**src/rtl/ctrl_pipe.sv**
```systemverilog
// rtl/ctrl_pipe.sv - pipeline control: stage registers, hazard stall, branch flush, forwarding select
//
// Purpose:
//   Carries decoder control bundles through ID->EX->MEM->WB. It detects load-use
//   hazards (stall), resolves branches in EX (pc_src/flush), selects EX operand
//   forwarding sources, and counts stall/flush events with saturating counters.
//
// Ports:
//   clk, rstn                   clock, asynchronous active-low reset
//   id_ex/id_m/id_wb            decoder bundles for the instruction in ID
//   id_valid, id_rs1/rs2/rd     ID valid bit and register indices
//   hold                        freeze all registers and counters
//   ex_zero                     ALU zero flag for the instruction in EX
//   ex_* / mem_* / wb_*         registered stage contents
//   stall, pc_src, flush        combinational hazard/branch controls
//   fwd_a, fwd_b                EX operand source (00 regfile, 10 MEM, 01 WB)
//   stall_cnt, flush_cnt        saturating event counters

module ctrl_pipe (
  input  logic        clk,
  input  logic        rstn,
  input  logic [4:0]  id_ex,
  input  logic [2:0]  id_m,
  input  logic [2:0]  id_wb,
  input  logic        id_valid,
  input  logic [4:0]  id_rs1,
  input  logic [4:0]  id_rs2,
  input  logic [4:0]  id_rd,
  input  logic        hold,
  input  logic        ex_zero,
  output logic [4:0]  ex_ctrl,
  output logic [2:0]  ex_m,
  output logic [2:0]  ex_wb,
  output logic [4:0]  ex_rd,
  output logic        ex_valid,
  output logic [2:0]  mem_m,
  output logic [2:0]  mem_wb,
  output logic [4:0]  mem_rd,
  output logic        mem_valid,
  output logic [2:0]  wb_wb,
  output logic [4:0]  wb_rd,
  output logic        wb_valid,
  output logic        stall,
  output logic        pc_src,
  output logic        flush,
  output logic [1:0]  fwd_a,
  output logic [1:0]  fwd_b,
  output logic [15:0] stall_cnt,
  output logic [15:0] flush_cnt
);

  localparam logic [15:0] CNT_MAX = 16'hFFFF;

  // EX stage
  logic        ex_valid_q, ex_valid_d;
  logic [4:0]  ex_ctrl_q,  ex_ctrl_d;
  logic [2:0]  ex_m_q,     ex_m_d;
  logic [2:0]  ex_wb_q,    ex_wb_d;
  logic [4:0]  ex_rd_q,    ex_rd_d;
  logic [4:0]  ex_rs1_q,   ex_rs1_d;
  logic [4:0]  ex_rs2_q,   ex_rs2_d;
  // MEM stage
  logic        mem_valid_q, mem_valid_d;
  logic [2:0]  mem_m_q,     mem_m_d;
  logic [2:0]  mem_wb_q,    mem_wb_d;
  logic [4:0]  mem_rd_q,    mem_rd_d;
  // WB stage
  logic        wb_valid_q, wb_valid_d;
  logic [2:0]  wb_wb_q,    wb_wb_d;
  logic [4:0]  wb_rd_q,    wb_rd_d;
  // counters
  logic [15:0] stall_cnt_q, stall_cnt_d;
  logic [15:0] flush_cnt_q, flush_cnt_d;

  logic branch_taken;
  logic load_use;
  logic stall_int;
  logic ex_bubble;

  // MEM result wins over WB result; x0 is never a forwarding source.
  function automatic logic [1:0] fwd_sel(
    input logic [4:0] rs,
    input logic       m_valid,
    input logic       m_regw,
    input logic [4:0] m_rd,
    input logic       w_valid,
    input logic       w_regw,
    input logic [4:0] w_rd
  );
    logic [1:0] sel;
    sel = 2'b00;
    if (m_valid && m_regw && (m_rd != 5'd0) && (m_rd == rs)) begin
      sel = 2'b10;
    end else if (w_valid && w_regw && (w_rd != 5'd0) && (w_rd == rs)) begin
      sel = 2'b01;
    end
    return sel;
  endfunction

  always_comb begin
    // b_type=1 (beq) takes on zero, b_type=0 (bne) takes on non-zero
    branch_taken = ex_valid_q & ex_m_q[2] & (ex_m_q[1] ? ex_zero : ~ex_zero);
    load_use     = ex_valid_q & ex_wb_q[2] & (ex_wb_q[1:0] == 2'b11) &
                   (ex_rd_q != 5'd0) & id_valid &
                   ((ex_rd_q == id_rs1) | (ex_rd_q == id_rs2));
    // A taken branch squashes the dependent instruction anyway, so it wins.
    stall_int    = load_use & ~branch_taken;
    ex_bubble    = stall_int | branch_taken | ~id_valid;
  end

  always_comb begin
    ex_valid_d  = ex_valid_q;
    ex_ctrl_d   = ex_ctrl_q;
    ex_m_d      = ex_m_q;
    ex_wb_d     = ex_wb_q;
    ex_rd_d     = ex_rd_q;
    ex_rs1_d    = ex_rs1_q;
    ex_rs2_d    = ex_rs2_q;
    mem_valid_d = mem_valid_q;
    mem_m_d     = mem_m_q;
    mem_wb_d    = mem_wb_q;
    mem_rd_d    = mem_rd_q;
    wb_valid_d  = wb_valid_q;
    wb_wb_d     = wb_wb_q;
    wb_rd_d     = wb_rd_q;
    stall_cnt_d = stall_cnt_q;
    flush_cnt_d = flush_cnt_q;

    if (!hold) begin
      wb_valid_d  = mem_valid_q;
      wb_wb_d     = mem_wb_q;
      wb_rd_d     = mem_rd_q;

      mem_valid_d = ex_valid_q;
      mem_m_d     = ex_m_q;
      mem_wb_d    = ex_wb_q;
      mem_rd_d    = ex_rd_q;

      // An invalid ID slot is also loaded as a clean all-zero bubble.
      if (ex_bubble) begin
        ex_valid_d = 1'b0;
        ex_ctrl_d  = 5'd0;
        ex_m_d     = 3'd0;
        ex_wb_d    = 3'd0;
        ex_rd_d    = 5'd0;
        ex_rs1_d   = 5'd0;
        ex_rs2_d   = 5'd0;
      end else begin
        ex_valid_d = 1'b1;
        ex_ctrl_d  = id_ex;
        ex_m_d     = id_m;
        ex_wb_d    = id_wb;
        ex_rd_d    = id_rd;
        ex_rs1_d   = id_rs1;
        ex_rs2_d   = id_rs2;
      end

      if (stall_int && (stall_cnt_q != CNT_MAX)) begin
        stall_cnt_d = stall_cnt_q + 16'd1;
      end
      if (branch_taken && (flush_cnt_q != CNT_MAX)) begin
        flush_cnt_d = flush_cnt_q + 16'd1;
      end
    end
  end

  always_ff @(posedge clk or negedge rstn) begin
    if (!rstn) begin
      ex_valid_q  <= 1'b0;
      ex_ctrl_q   <= 5'd0;
      ex_m_q      <= 3'd0;
      ex_wb_q     <= 3'd0;
      ex_rd_q     <= 5'd0;
      ex_rs1_q    <= 5'd0;
      ex_rs2_q    <= 5'd0;
      mem_valid_q <= 1'b0;
      mem_m_q     <= 3'd0;
      mem_wb_q    <= 3'd0;
      mem_rd_q    <= 5'd0;
      wb_valid_q  <= 1'b0;
      wb_wb_q     <= 3'd0;
      wb_rd_q     <= 5'd0;
      stall_cnt_q <= 16'd0;
      flush_cnt_q <= 16'd0;
    end else begin
      ex_valid_q  <= ex_valid_d;
      ex_ctrl_q   <= ex_ctrl_d;
      ex_m_q      <= ex_m_d;
      ex_wb_q     <= ex_wb_d;
      ex_rd_q     <= ex_rd_d;
      ex_rs1_q    <= ex_rs1_d;
      ex_rs2_q    <= ex_rs2_d;
      mem_valid_q <= mem_valid_d;
      mem_m_q     <= mem_m_d;
      mem_wb_q    <= mem_wb_d;
      mem_rd_q    <= mem_rd_d;
      wb_valid_q  <= wb_valid_d;
      wb_wb_q     <= wb_wb_d;
      wb_rd_q     <= wb_rd_d;
      stall_cnt_q <= stall_cnt_d;
      flush_cnt_q <= flush_cnt_d;
    end
  end

  assign ex_ctrl   = ex_ctrl_q;
  assign ex_m      = ex_m_q;
  assign ex_wb     = ex_wb_q;
  assign ex_rd     = ex_rd_q;
  assign ex_valid  = ex_valid_q;
  assign mem_m     = mem_m_q;
  assign mem_wb    = mem_wb_q;
  assign mem_rd    = mem_rd_q;
  assign mem_valid = mem_valid_q;
  assign wb_wb     = wb_wb_q;
  assign wb_rd     = wb_rd_q;
  assign wb_valid  = wb_valid_q;
  assign stall     = stall_int;
  assign pc_src    = branch_taken;
  assign flush     = branch_taken;
  assign stall_cnt = stall_cnt_q;
  assign flush_cnt = flush_cnt_q;

  assign fwd_a = fwd_sel(ex_rs1_q, mem_valid_q, mem_wb_q[2], mem_rd_q,
                         wb_valid_q, wb_wb_q[2], wb_rd_q);
  assign fwd_b = fwd_sel(ex_rs2_q, mem_valid_q, mem_wb_q[2], mem_rd_q,
                         wb_valid_q, wb_wb_q[2], wb_rd_q);

endmodule

```
**config.mk**
```make
export PLATFORM = sky130hd
export DESIGN_NAME = ctrl_pipe
export DESIGN_NICKNAME = d
export VERILOG_FILES = /design/src/rtl/ctrl_pipe.sv
export SDC_FILE = /design/constraint.sdc
export NUM_CORES = 1
export LEC_CHECK = 0
export BUFFER_PORTS_ARGS = -buffer_cell sky130_fd_sc_hd__clkbuf_2
export CAP_MARGIN = 20
export CORE_ASPECT_RATIO = 1.75
export CORE_MARGIN = 2
export CORE_UTILIZATION = 56
export DETAILED_ROUTE_END_ITERATION = 16
export GPL_TIMING_DRIVEN = 0
export PLACE_DENSITY = 0.85
export RECOVER_POWER = 50
export SLEW_MARGIN = 5
export SYNTH_ARGS = -nofsm -noshare
export SYNTH_HDL_FRONTEND = slang
export SYNTH_SLANG_ARGS = --single-unit
```
**constraint.sdc**
```tcl
create_clock -name clk -period 4.7 [get_ports clk]
set_input_delay 0.47 -clock clk [delete_from_list [all_inputs] [get_ports clk]]
set_output_delay 0.47 -clock clk [all_outputs]
set_load 0.05 [all_outputs]
```
# Word-level counts from Yosys, hierarchy flattened
# Index checks and enable logic that the tools add are counted.
# Widths: inputs -> output; s select.
dict set report word_totals {
  output_inout_bits 77
  register_bits 80
}
dict set report classes {
  n_eq_ne 9
  n_reduce_logical 15
  muxes 12
  addsub 2
  n_bitwise 15
}
# op count
set op_table {}
lappend op_table {{$add 16x1->16 const B} 2}
lappend op_table {{$ne 16x16->1 const B} 2}
lappend op_table {{$eq 5x5->1} 6}
lappend op_table {{$mux 5} 4}
lappend op_table {{$reduce_bool 5->1} 3}
lappend op_table {{$logic_and 1x1->1} 10}
lappend op_table {{$and 1x1->1} 8}
lappend op_table {{$mux 3} 2}
lappend op_table {{$mux 1} 4}
lappend op_table {{$mux 2} 2}
lappend op_table {{$not 1->1} 4}
lappend op_table {{$reduce_and 2->1} 2}
lappend op_table {{$or 1x1->1} 3}
lappend op_table {{$eq 2x2->1 const B} 1}

# Longest topological paths before layout
# Gate-level depths: netlist of the first run.
dict set report depth {
  ltp_word 9
  mapped_depth 8
  mapped_depth_nobuf 7
}

# Least setup slack after synthesis of the first run
# No wires, ideal clock.
dict set report synth_timing {
  path_kind {register to output}
  startpoint {register mem_rd_q[1] (netlist: mem_rd[1])}
  endpoint {output port fwd_b[0]}
  stages_incl_launch_ff 5
  arrival_time_ns 3.376
  path_slack_ns 0.854
  cell_sequence {dfrtp_1 or4_1 o211ai_1 nor4_1 nor4_1}
}
dict set report synth_between {
  elab_chain_cells 4
  elab_cells_between_ends 5
  classes_between {eq/ne (1); mux (1); reduce/logical (3)}
}
# item line_no
set synth_rtl {}
lappend synth_rtl {{start: declaration} 66} ;# logic [4:0] mem_rd_q, mem_rd_d;
lappend synth_rtl {{start signal: assignment} 196} ;# mem_rd_q <= mem_rd_d;
lappend synth_rtl {{$reduce_bool 5->1} 92} ;# if (m_valid && m_regw && (m_rd != 5'd0) && (m_rd == rs)) begin
lappend synth_rtl {{$logic_and 1x1->1} 92}
lappend synth_rtl {{$logic_and 1x1->1 *} 92}
lappend synth_rtl {{$mux 2 *} 92}
lappend synth_rtl {{end: declaration} 47} ;# output logic [1:0] fwd_b,
# Mark *: on every way between the ends. The rest lies on a longest branch, timed or not.

# Worst setup path in the final report of the first run
dict set report layout_timing {
  startpoint {register mem_rd_q[1] (netlist: mem_rd[1])}
  endpoint {output port fwd_a[0]}
}
dict set report layout_between {
  elab_chain_cells 4
  elab_cells_between_ends 5
  classes_between {eq/ne (1); mux (1); reduce/logical (3)}
}
# item line_no
set layout_rtl {}
lappend layout_rtl {{$reduce_bool 5->1} 92}
lappend layout_rtl {{$logic_and 1x1->1} 92}
lappend layout_rtl {{$logic_and 1x1->1 *} 92}
lappend layout_rtl {{$mux 2 *} 92}
lappend layout_rtl {{end: declaration} 46} ;# output logic [1:0] fwd_a,
# Marked as above.

==> results of run 1 <==
[kinds of logic after synthesis]
kind of cell    synth area share (%)
xor+xnor                        13.8
mux                             6.73
fa+ha+maj                      0.680
compound gates                  8.74
simple gates                    13.1
buf+inv                         2.48
flops                           54.4
[worst max-delay path, stage by stage (launching register included)]
cell and delay (ns):
dfrtp_1 0.45, or4_1 0.55, o211ai_1 0.28, nor4_1 0.13
nor4_1 0.29, clkbuf_2 0.32
[how the worst max path moves through the flow]
stage                          startpoint        to  slack (ns)  cells after the start
floorplan           mem_rd[1]$_DFFE_PN0N_  fwd_b[0]        0.85                      4
global placement    mem_rd[1]$_DFFE_PN0N_  fwd_a[0]        2.23                      5
detailed placement  mem_rd[1]$_DFFE_PN0N_  fwd_a[0]        2.21                      5
CTS                 mem_rd[1]$_DFFE_PN0N_  fwd_a[0]        1.85                      5
global route        mem_rd[1]$_DFFE_PN0N_  fwd_b[0]        1.77                      5
finish              mem_rd[1]$_DFFE_PN0N_  fwd_a[0]        1.87                      5
[flip-flops by register name, summed over array words and instances (netlist names)]
name       flops
mem_rd         5
stall_cnt     16
wb_wb          3
ex_rs1_q       5
wb_rd          5
mem_m          3
mem_valid      1
flush_cnt     16
ex_rd          5
ex_rs2_q       5
wb_valid       1
ex_wb          3
ex_valid       1
mem_wb         3
ex_ctrl        5
ex_m           3
[per-layer routing]
layer | vias up | wire, microns
met3 | 21 | 412
met5 | - | 0
met1 | 1382 | 3200
li1 | 1317 | -
met2 | 103 | 4470
met4 | 0 | 235
[power by group]
group | switching [uW] | internal (uW) | total (uW)
logic | 259 | 115 | 374
clock network | 246 | 365 | 612
registers | 66.9 | 741 | 808
total | 572 | 1220 | 1790
[area by class of cell]
type                       count  area (sq um)  share of cell area, %
timing repair buffer         107           526                   11.5
clock buffer                  13           250                   5.49
clock inverter                 1          5.00                  0.110
multi-input combinational    205          1590                   34.8
tap                           82           103                   2.25
inverter                       6          22.5                  0.494
buffer                        11          68.8                   1.51
sequential                    80          2000                   43.9
[through the flow]
step / area, sq um / utilization (%) / hold slack (ns)
2_1_floorplan: 3680 / - / 0.174
3_3_place_gp: 4310 / 66.9 / 0.478
3_5_place_dp: 4340 / 67.4 / 0.417
4_1_cts: 4600 / 71.4 / 0.0635
5_1_grt: 4560 / 70.8 / 0.352
6_report: 4560 / 70.8 / 0.350
[placed cells by master (no fill, tap or decap), drive strengths merged]
cell    Yosys  routed
a211oi      1       1
a21o        1       1
a21oi       2       2
a22o       26      26
a31oi       2       2
and2b       1       1
and3        9       9
and4        1       1
and4b       1       1
buf         5       6
clkbuf      6     125
clkinv      0       1
dfrtp      80      80
ha          2       2
inv         6       6
mux2       22      22
nand2      15      15
nand2b      1       1
nand3      17      17
nand4       6       6
nand4b      1       1
nor2       12      12
nor3        6       6
nor4        8       8
o211ai      2       2
o21a        1       1
o21ai       2       2
o22ai       1       1
or2         1       1
or3         1       1
or4         5       5
xnor2      29      29
xor2       29      29
==> impl_results.md, run 1 <==
* Status: finished clean
* H-tree Lvls at 3
* # fillers at slightly above 500
* Share of layout cells above drive strength 1 at 30.0%
* First-pass GRT wire length at ~14 mm
* Clk sink count at 80
* Hold buffers post-CTS at 0
* Final min period at 2.83 ns
* Relative slew margins at 12.5%
* CP Launch Type: flip-flop
* Area grow syn2layout at 24.0%
* Synth Net Count at 335
* Final WL at 8.32 mm
* Total CTS buffers at 9
* Worst Path Required at 4.23 ns
* Min-Delay Path Depth at 2
* Post-synthesis register bit count at 80
* Clock transition at path regs at 0.06 ns
* Initial Util at a little under three fifths
* Pre-CTS setup slack at between 2 and 2.5 ns
* Yosys cell types at 38
* Crit path DAT at approximately 2.4 ns
* Met2 usage at roughly two fifths
* Top-count cell post-synth: dfrtp_1
* Detailed placement HPWL at 6.29 mm
* Root Driver: clkbuf_16
* Worst Path Max Fanout at 6
* GRT met1 Usage at roughly 29%
* Largest cells by area after synthesis: dfrtp_1 (54%), xnor2_1 (6.9%), xor2_1 (6.9%)
* Setup violators final at 0
* Pleak at ~0.0023 uW
* Worst vdd ir at 0.245 mV
* Reg2reg end: stall_cnt[1]$_DFFE_PN0P_
* Sequential share of the synthesized area at 54.4%
* Slew Viols, Final at 0
* 1st-iter DRT viols at 147
* Setup TNS Final at 0 ns
* Pin count of the biggest net entering global routing at 60
* FFs w/ async S/R, synth at 100%
* Setup Crit Path Kind: reg2out
* DR vias at roughly 2800
* Top-area cell type share of the netlist area at 54.4%
* Cells on worst reg2reg path at 6
* Ant. Diodes at 0
* Hold path start: id_rd[1]
* Via density at ~5.6
* DRC viols at 0
* Worst-Margin Slew at between 1 and 1.5 ns
* R2R Setup Slk at approximately 2.6 ns
* P per Cell Area at 393 mW/mm^2
* I/O pins at between 100 and 150
* Core box area at between 0.006 and 0.007 sq mm
* Synth top cells by count: dfrtp_1 (80), xnor2_1 (29), xor2_1 (29)
* Post-synth EDFFs at 0
* MaxCap Viol Count at 0
* GRT Total Usage at approximately 24%
* Non-Filler Instances at 505
* Die area at 0.00726 sq mm
* Final Wtd Congestion at 0.790
* Die W at 65.3 microns
* Dpl cells at 491
* Crit end category: output pin
* Final Hold Viols at 0
* CTS Buffer Depth at 2
* Top_reg_cell synth: dfrtp_1
* Global route overflow at 0
* Synth Area per Inst at 12.2 sq um
* Cell row count at 39
* Post-route setup slack at 1.87 ns
* Die H at 111 microns
* Drt wl/cell at 16.5 microns
* Antenna violations before repair at 0
* Post-synthesis cell count at 302
* HP Class: in2reg
* Clk_lat worst skew at between 0.3 and 0.4 ns
* Drt first pass iters at 5
* Final Skew at between 0.004 and 0.005 ns
* Final ANT Viol Nets at 0
* Port-buffer cells at 106
* Final period util at 60.1%
* Worst r2r src: stall_cnt[0]$_DFFE_PN0P_
* Total Nets Final at 453
* Busiest grt layer: met2
* Post-CTS setup buffer count at 0
* Vias in the first global route at 2732
* RSZ-0062 raised after global routing: false
* Power Total at between 1500 and 2000 uW
* F_max at 354 MHz
* Yosys warnings at 0
* Post-CTS resize count at 0
* Worst Hold Endpoint: ex_rd[1]$_DFFE_PN0N_
* TritonCTS clock tree: done
* Met3 Use GR at 5.79%
* Top cell type by total area after synthesis: dfrtp_1
* Mapped cell area at around 0.0037 sq mm
No activity file was read; power rests on OpenSTA's default activity.
==> run 2: changes to the inputs <==
ABC_AREA = 1   (was unset)
CORE_UTILIZATION = 48   (was 56)
PLACE_DENSITY = 0.76   (was 0.85)
clock period = 2.3 ns   (was 4.7 ns; I/O delays follow)
==> impl_results.md, run 2 <==
* Status: finished clean
* Port-buffer cells at 106 (unchanged)
* Top cell type by total area after synthesis: dfrtp_1
* Die W at 75.6 microns (+16%)
* Root Driver: clkbuf_16
* DR vias at 3867 (+37%)
* TritonCTS clock tree: done
* First-pass GRT wire length at 17.9 mm (+32%)
* Cells on worst reg2reg path at 10 (+4)
* RSZ-0062 raised after global routing: false
* Worst-Margin Slew at 0.771 ns (-0.542 ns)
* Yosys cell types at 30 (-21%)
* H-tree Lvls at 3 (unchanged)
* Part of the power in registers at 41.2% (-3.9 points)
* Min-Delay Path Depth at 3 (+1)
* Crit path DAT at 1.93 ns (-0.43 ns)
* Power Total at 4060 uW (+130%)
* NetSw at 1450 uW (+150%)
* Drt first pass iters at 4 (-1)
* Setup violators final at 0 (unchanged)
* Sequential share of the synthesized area at 46.5% (-8.0 points)
* Post-synth EDFFs at 0 (unchanged)
* Worst Path Required at 2.07 ns (-2.16 ns)
* Post-synthesis register bit count at 80 (unchanged)
* DRC viols at 0 (unchanged)
* CTS Buffer Depth at 2 (unchanged)
* Sw Ratio at 35.8% (+3.9 points)
* Mapped cell area at 0.00431 sq mm (+17%)
* Synth Area per Inst at 8.24 sq um (-32%)
* CP Launch Type: flip-flop
* Post-CTS resize count at 0 (unchanged)
* Clk sink count at 80 (unchanged)
* Crit end category: output pin
* Via density at 5.06 (-9.5%)
* Clock transition at path regs at 0.06 ns (about the same)
* Clk_lat worst skew at 0.34 ns (about the same)
* I/O pins at 108 (unchanged)
* Die area at 0.00978 sq mm (+35%)
* Detailed placement HPWL at 8.49 mm (+35%)
* CP Cell Sequence: nor3_1 -> nand3_1 -> nand3_1 -> nor4_4 -> clkbuf_2
* Final ANT Viol Nets at 0 (unchanged)
* Final min period at 2.16 ns
* Post-route setup slack at 0.140 ns (-1.73 ns)
* Final design utilization at 60.9% (-9.9 points)
* Die H at 129 microns (+16%)
* Final WL at 11.0 mm (+33%)
* Slew Viols, Final at 0 (unchanged)
* Relative slew margins at 48.6% (+36 points)
* Antenna violations before repair at 0 (unchanged)
* Int Power at 2610 uW (+110%)
* Setup TNS Final at 0 ns (unchanged)
* Top-area cell type share of the netlist area at 46.5% (-8.0 points)
* Worst vdd ir at 0.694 mV (+180%)
* Final Hold Viols at 0 (unchanged)
* CP max stage cell: dfrtp_1
* Pin count of the biggest net entering global routing at 52 (-13%)
* Setup Crit Path Kind: reg2out
* FFs w/ async S/R, synth at 100% (unchanged)
* Core box area at 0.00873 sq mm (+35%)
* Area grow syn2layout at 23.4%
* Total CTS buffers at 9 (unchanged)
* Most common cell after layout, fill and taps aside: nand2_1
* Largest cells by area after synthesis: dfrtp_1 (46%), nand2_1 (12%), inv_1 (5.5%)
* Most frequent cells in the layout: nand2_1 (143), clkbuf_2 (89), dfrtp_1 (79), inv_1 (64), nand3_1 (41)
* Ant. Diodes at 0 (unchanged)
* Worst Path Max Fanout at 6 (unchanged)
* Yosys warnings at 0 (unchanged)
* Total Nets Final at 675 (+49%)
* GRT Total Usage at 24.3% (-0.090 points)
* Pre-CTS setup slack at 0.476 ns (-1.73 ns)
* F_max at roughly 460 MHz
* 1st-iter DRT viols at 157 (+6.8%)
* Initial Util at 49.4% (-7.7 points)
* Drt wl/cell at 14.4 microns (-12%)
* Pleak at 0.00284 uW (+24%)
* Synth Net Count at 556 (+66%)
* Global route overflow at 0 (unchanged)
* CP max stage delay at 0.48 ns (-0.07 ns)
* Combinational power share at 23.2% (+2.4 points)
* Clock share of power at 35.6% (+1.5 points)
* Top-count cell post-synth: nand2_1
* Post-synthesis cell count at 523 (+73%)
* Cell row count at 45 (+15%)
* Synth top cells by count: nand2_1 (143), dfrtp_1 (80), inv_1 (63)
* Share of layout cells above drive strength 1 at 24.4% (-5.6 points)
* Final period util at a little over nine tenths
* Most used cell, CP: nand3_1
* Vias in the first global route at 3921 (+44%)
* Final Wtd Congestion at 0.863 (+9.3%)
* HP Class: in2reg
* Top_reg_cell synth: dfrtp_1
* MaxCap Viol Count at 0 (unchanged)
* Final Skew at 0.00567 ns (+0.000691 ns)
* P per Cell Area at 764 mW/mm^2 (+94%)
-- run 2: cell types whose count changed in the layout (fill, tap and decap cells not counted), sizes merged, moves of 14 or more --
cell    change
nand2     +133
inv        +71
nand3      +37
o21ai      +37
a22o       -26
mux2       -22
o21bai     +16
xnor2      -15
nor2       +14
-- run 2: per-layer routing --
layer / vias up / GRT usage, % / part of all wire (%)
met4: 0 / 12.6 / 3.9
met5: - / 0 / 0
met1: 1826 / 25.7 / 36
met2: 117 / 44.9 / 56
li1: 1891 / - / -
met3: 33 / 3.19 / 3.6
-- run 2: final cells by class --
type / count / area [sq um]
repair buffers: 108 / 527
multi-input cells: 351 / 1960
clock inverters: 7 / 76.3
clock buffers: 9 / 225
plain buffers: 17 / 97.6
fillers: 789 / 3410
well taps: 117 / 146
inverters: 75 / 283
flip-flops and latches: 80 / 2000
-- run 2: metrics by stage --
| step | cells | instance area, sq um | hold slack, ns |
|---|---|---|---|
| CTS | 764 | 5370 | 0.101 |
| global route | 764 | 5320 | 0.119 |
| global placement | 746 | 5020 | 0.456 |
| detailed placement | 747 | 5050 | 0.244 |
| finish | 764 | 5320 | 0.111 |
| floorplan | 523 | 4350 | -0.0656 |
-- run 2: power by group through the flow --
stage               Clock [uW]  Sequential (uW)  Combinational, uW
floorplan                    0             2040                324
global placement             0             1690                938
detailed placement           0             1700                958
CTS                       1470             1670                966
global route              1520             1690               1020
finish                    1450             1670                945
-- run 2: worst paths after layout --
kind	slack, ns	endpoint	startpoint
setup / recovery	0.14	fwd_b[1]	mem_rd[3]$_DFFE_PN0N_
setup reg to reg	0.45	stall_cnt[6]$_DFFE_PN0P_	stall_cnt[0]$_DFFE_PN0P_
min in group asynchronous	0.49	stall_cnt[13]$_DFFE_PN0P_	rstn
max in group asynchronous	0.53	mem_rd[2]$_DFFE_PN0N_	rstn
hold reg to reg	0.48	wb_wb[0]$_DFFE_PN0N_	wb_wb[0]$_DFFE_PN0N_
hold / removal	0.11	ex_ctrl[3]$_DFFE_PN0N_	id_ex[3]
-- run 2: what timing repair did --
item,in CTS,in global routing
endpoints found under the hold margin,29,0
buffers inserted,0,0
hold buffers,1,0
-- run 2: logic make-up after synthesis --
family | count (synthesis) | synth area share, %
DFF | 80 | 46.5
and+or+nand+nor | 259 | 29.6
buffers and inverters | 92 | 8.91
adders and majority gates | 2 | 0.581
AOI/OAI and AO/OA | 55 | 7.32
xor gates and xnor gates | 35 | 7.11
-- run 2: worst max-delay path: cells and delay by family (launching register included) --
kind          cells  cell delay [ns]
flops             1             0.48
buf+inv           1             0.33
simple gates      4             0.78
